`config.mk`:
```
export PLATFORM = sky130hd
export DESIGN_NAME = hvgen_prog
export DESIGN_NICKNAME = d
export VERILOG_FILES = /design/src/rtl/hvgen_prog.sv
export SDC_FILE = /design/constraint.sdc
export NUM_CORES = 1
export LEC_CHECK = 0
export ABC_CLOCK_PERIOD_IN_PS = 1900
export CAP_MARGIN = 20
export CORE_MARGIN = 2
export CORE_UTILIZATION = 40
export DETAILED_ROUTE_END_ITERATION = 6
export GPL_TIMING_DRIVEN = 0
export HOLD_SLACK_MARGIN = 0.08
export SKIP_LAST_GASP = 1
export SLEW_MARGIN = 20
export SYNTH_ARGS = -nofsm -noshare
export SYNTH_HDL_FRONTEND = slang
export SYNTH_SLANG_ARGS = --single-unit
export TNS_END_PERCENT = 100
```
`constraint.sdc`:
```
create_clock -name PCLK -period 1.9 [get_ports PCLK]
set_input_delay 0.38 -clock PCLK [delete_from_list [all_inputs] [get_ports PCLK]]
set_output_delay 0.38 -clock PCLK [all_outputs]
set_load 0.03 [all_outputs]
```
`src/rtl/hvgen_prog.sv`:
```
// hvgen_prog: parameterised H/V video timing generator with pixel clock
// enable, frame-latched sync offsets, programmable sync polarity/length,
// line-start and vblank pulses and a field toggle.
module hvgen_prog #(
  parameter int W         = 9,
  parameter int H_BLK     = 288,
  parameter int H_SYN_ON  = 311,
  parameter int H_SYN_LEN = 31,
  parameter int H_END     = 342,
  parameter int H_JUMP    = 471,
  parameter int V_BLK     = 223,
  parameter int V_SYN_ON  = 226,
  parameter int V_SYN_LEN = 7,
  parameter int V_END     = 233,
  parameter int V_JUMP    = 483,
  parameter bit SYN_POL   = 1'b0
) (
  input  logic         PCLK,
  input  logic         RESET,
  input  logic         CE,
  input  logic [3:0]   HOFFS,
  input  logic [3:0]   VOFFS,
  output logic [W-1:0] HPOS,
  output logic [W-1:0] VPOS,
  output logic         HBLK,
  output logic         VBLK,
  output logic         HSYN,
  output logic         VSYN,
  output logic         LINE_START,
  output logic         VBL_IRQ,
  output logic         FIELD
);

  localparam logic [W-1:0] MAX     = '1;
  localparam logic [W-1:0] HBLK_P  = W'(H_BLK);
  localparam logic [W-1:0] HSYN_P  = W'(H_SYN_ON);
  localparam logic [W-1:0] HLEN_M1 = W'(H_SYN_LEN - 1);
  localparam logic [W-1:0] HEND_P  = W'(H_END);
  localparam logic [W-1:0] HJMP_P  = W'(H_JUMP);
  localparam logic [W-1:0] VBLK_P  = W'(V_BLK);
  localparam logic [W-1:0] VSYN_P  = W'(V_SYN_ON);
  localparam logic [W-1:0] VLEN_M1 = W'(V_SYN_LEN - 1);
  localparam logic [W-1:0] VEND_P  = W'(V_END);
  localparam logic [W-1:0] VJMP_P  = W'(V_JUMP);
  localparam logic         SYN_ON  = SYN_POL;
  localparam logic         SYN_OFF = ~SYN_POL;

  logic [3:0]   hoffs_l, voffs_l;
  logic [W-1:0] hs_cnt, vs_cnt;
  logic [W-1:0] hs_pos, vs_pos;
  logic         h_wrap, v_wrap, hs_on, vs_on;

  // Sync start points: nominal position plus the sign-extended offset
  // latched at the last frame boundary, modulo 2^W.
  assign hs_pos = HSYN_P + {{(W-4){hoffs_l[3]}}, hoffs_l};
  assign vs_pos = VSYN_P + {{(W-4){voffs_l[3]}}, voffs_l};
  assign h_wrap = (HPOS == MAX);
  assign v_wrap = (VPOS == MAX);
  // The sync output registers double as the "sync active" state.
  assign hs_on  = (HSYN == SYN_ON);
  assign vs_on  = (VSYN == SYN_ON);

  // Horizontal counter, blanking and sync, advancing once per CE.
  always_ff @(posedge PCLK) begin
    if (RESET) begin
      HPOS   <= '0;
      HBLK   <= 1'b1;
      HSYN   <= SYN_OFF;
      hs_cnt <= '0;
    end else if (CE) begin
      if (h_wrap)               HPOS <= '0;
      else if (HPOS == HEND_P)  HPOS <= HJMP_P;
      else                      HPOS <= HPOS + W'(1);

      if (h_wrap)               HBLK <= 1'b0;
      else if (HPOS == HBLK_P)  HBLK <= 1'b1;

      // Length is counted in CE cycles, so the H_END->H_JUMP jump
      // does not shorten or stretch the pulse.
      if (HPOS == hs_pos) begin
        HSYN   <= SYN_ON;
        hs_cnt <= HLEN_M1;
      end else if (hs_on) begin
        if (hs_cnt == '0) HSYN   <= SYN_OFF;
        else              hs_cnt <= hs_cnt - W'(1);
      end
    end
  end

  // Vertical counter, blanking, sync, offset latch and field, stepped on
  // the horizontal wrap edge.
  always_ff @(posedge PCLK) begin
    if (RESET) begin
      VPOS    <= '0;
      VBLK    <= 1'b1;
      VSYN    <= SYN_OFF;
      vs_cnt  <= '0;
      hoffs_l <= '0;
      voffs_l <= '0;
      FIELD   <= 1'b0;
    end else if (CE && h_wrap) begin
      if (v_wrap)               VPOS <= '0;
      else if (VPOS == VEND_P)  VPOS <= VJMP_P;
      else                      VPOS <= VPOS + W'(1);

      if (v_wrap)               VBLK <= 1'b0;
      else if (VPOS == VBLK_P)  VBLK <= 1'b1;

      if (VPOS == vs_pos) begin
        VSYN   <= SYN_ON;
        vs_cnt <= VLEN_M1;
      end else if (vs_on) begin
        if (vs_cnt == '0) VSYN   <= SYN_OFF;
        else              vs_cnt <= vs_cnt - W'(1);
      end

      // Offsets only take effect at a frame boundary so a frame never
      // sees a half-applied sync shift.
      if (v_wrap) begin
        hoffs_l <= HOFFS;
        voffs_l <= VOFFS;
        FIELD   <= ~FIELD;
      end
    end
  end

  // Single-PCLK event pulses; they drop on the next cycle even with CE low.
  always_ff @(posedge PCLK) begin
    if (RESET) begin
      LINE_START <= 1'b0;
      VBL_IRQ    <= 1'b0;
    end else begin
      LINE_START <= CE && h_wrap;
      VBL_IRQ    <= CE && h_wrap && (VPOS == VBLK_P);
    end
  end

endmodule
```
==> reports/results.ini <==
[drt]
routed_wl_mm=7.34
vias_per_cell=5.36
drc_errors=0
drtPass1Iterations=4
vias=2680
drt-wirelength-per-cell_um=14.7
drt_iter0_drc=173
ant_nets=0

[synthesis]
synth-main-ff-cell=dfxtp_1
yosys-top-cells-area=dfxtp_1 (36%), ha_1 (5.3%), nand2_1 (5.3%)
synth.largest_area_cell=dfxtp_1
ys_seq_area_frac=0.363
syn_nets=364
avgSynthCellArea_um2=8.24
synth_edf_count=0
postSynthCellCount=341
synth.distinct_cells=64
synth.top_cell.area_share=0.363
ys_ff_latch=51
synthArstFlopShare=0
synth_area_um2=2810
ys_warn_count=0

[sta]
finalHoldViolCount=0
drv_slew=0
period_share=0.998
slew_headroom=0.591
max_freq_mhz=527
finalClockSkew_ns=0.00749
period_needed_ns=1.90
tightest_slew_ns=0.614
finalSetupViolCount=0
rsz0062_at_grt=true

[die]
initial_core_util=0.414
dieArea_um2=7710
die-width_um=87.8
ios=36
placementRows=30
die_h_um=87.8
core-area_um2=6790

[layout]
syn2layout_area_growth_pct=37.0
drive_gt1_frac=0.245
diodes=0
fin_util=0.567
fin_nets=426
finalInstanceArea_um2=3850

[clocking]
clkTransAtPathRegs_ns=0.10
cts_tree=yes
cts_num_sinks=51
h-tree-depth=2
cts_buffers=5
cts-root-buf=clkbuf_8
hold_buffers=0
clkLatencyLatePin_ns=0.31
clockBufferDepth=2

[critical_path]
cp_slowest_cell=dfxtp_4
cp.required_ns=2.07
crit_path_end_kind=flip-flop
crit_family=simple AND/OR/NAND/NOR gates
cp.buffers_inverters=2
cpPeakStageDelay_ns=0.37
crit_fanout=4
crit_path_start_kind=flip-flop
path_class=flip-flop to flip-flop
crit_arrival_ns=2.07
worstPathCellList=ha_4 -> nand3_4 -> nor2_4 -> ha_4 -> clkinvlp_4 -> nor2_4 -> buf_4 -> nand3_1 -> o21ai_1 -> o311ai_1

[global_routing]
overflow=0
grt_pass1_vias=2410
grt-busiest-layer=met2
grt_max_degree=16
antenna_found_initial=0
grt_first_pass_wirelength_mm=11.7
gr-usage-met3=0.0339
use_met2=0.310
grt_usage=0.190
use_met1=0.262

[placed_design]
dp.final_hpwl_mm=4.89
place_area_um2=3350
portBuffers=35
gp_congestion=0.829

[pwr]
vdd_drop_max_mv=0.367
leakage_nw=1.42
power.total_mw=1.97
power_density_nw_per_um2=512

[flow_run]
drv_cap=0

[hold_path]
hp-class=flip-flop to flip-flop

[outcome]
status=completed

cell type report:
class	instances	area [um^2]
sequential	51	1060
multi-input combinational	257	1860
timing repair buffer	57	526
fill	636	2940
tap	96	120
clock inverter	1	5.00
inverter	17	67.6
buffer	14	111
clock buffer	7	108
cell usage after synthesis (2+ instances only):
cell type and n:
dfxtp_1 51, nand2_1 40, nor2_1 40, a21oi_1 29
inv_1 17, nand3_1 13, ha_1 12, nor3_1 12
xor2_1 11, xnor2_1 10, o21ai_0 8, clkbuf_1 7
a211oi_1 6, a31oi_1 6, nand3b_1 5, nand4_1 4
and3_1 3, buf_2 3, nand4b_1 3, nor4_1 3
o31ai_1 3, or4_4 3, and3b_1 2, buf_1 2
mux2i_1 2, nor3b_1 2, nor4b_1 2, o211ai_1 2
o211ai_2 2, o32ai_1 2, or3_1 2, xnor2_2 2
flip-flops by register name (all words and copies together) (netlist names), 4 cells and up:
register,count
HPOS,9
VPOS,9
hs_cnt,9
vs_cnt,9
hoffs_l,4
voffs_l,4
power breakdown:
group / internal [mW] / switching (mW)
clock network: 0.374 / 0.367
registers: 1.07 / 0.0111
logic: 0.0616 / 0.0886
metrics by stage:
step | setup TNS [ns] | setup WS [ns] | instances | hold slack, ns
5_1_grt | -0.371 | -0.163 | 500 | 0.482
4_1_cts | -0.267 | -0.0498 | 490 | 0.460
2_1_floorplan | -0.0227 | -0.0185 | 341 | 0.420
3_5_place_dp | -13.31 | -0.449 | 472 | 0.446
3_3_place_gp | -14.05 | -0.477 | 472 | 0.436
6_report | 0 | 0.00291 | 500 | 0.462
path summary, 6_finish.rpt:
path	to	startpoint	cells after the start	slack, ns
max	VBLK$_SDFFE_PP1P_	HPOS[0]$_SDFFE_PP0P_	10	0.003
min reg2reg	vs_cnt[8]$_SDFFE_PP0P_	vs_cnt[8]$_SDFFE_PP0P_	2	0.46
max reg2reg	VBLK$_SDFFE_PP1P_	HPOS[0]$_SDFFE_PP0P_	10	0.003
min	vs_cnt[8]$_SDFFE_PP0P_	vs_cnt[8]$_SDFFE_PP0P_	2	0.46
metal layers:
layer,vias to the layer above,part of all wire
met3,6,0.032
met1,1284,0.48
met5,-,0
met2,48,0.48
li1,1342,-
met4,0,0.0083
layout by cell type (no fill, tap or decap), types with 9 or more instances in the layout:
cell type	synthesis	routed
a21oi_1	29	27
buf_4	1	23
clkdlybuf4s50_1	0	31
dfxtp_1	51	35
dfxtp_2	0	10
inv_1	17	14
nand2_1	40	37
nand3_1	13	11
nor2_1	40	36
nor3_1	12	11
xnor2_1	10	9
xor2_1	11	11
kinds of logic (layout without fill, tap and decap cells):
kind of cell / after synthesis / in the layout / share of synthesized area
and+or+nand+nor: 145 / 145 / 0.264
AOI/OAI and AO/OA: 75 / 75 / 0.181
DFF: 51 / 51 / 0.363
buffers and inverters: 33 / 96 / 0.0543
xor gates and xnor gates: 23 / 23 / 0.0770
adders and majority gates: 12 / 12 / 0.0534
muxes: 2 / 2 / 0.00712
timing repair:
| action | 4_1_cts | 5_1_grt |
|---|---|---|
| buffers inserted | 11 | 11 |
| setup endpoints to repair | 43 | 40 |
| gates resized for setup | 30 | 36 |
| pin swaps | 9 | 12 |
| endpoints found under the hold margin | 0 | 0 |
worst reg2reg max path, cell delays in order, from the launching register on:
cell and delay (ns):
dfxtp_4 0.37, ha_4 0.15, nand3_4 0.09, nor2_4 0.13, ha_4 0.19, clkinvlp_4 0.12, nor2_4 0.14, buf_4 0.14
nand3_1 0.11, o21ai_1 0.19, o311ai_1 0.13
No activity file was read; power rests on OpenSTA's default activity.
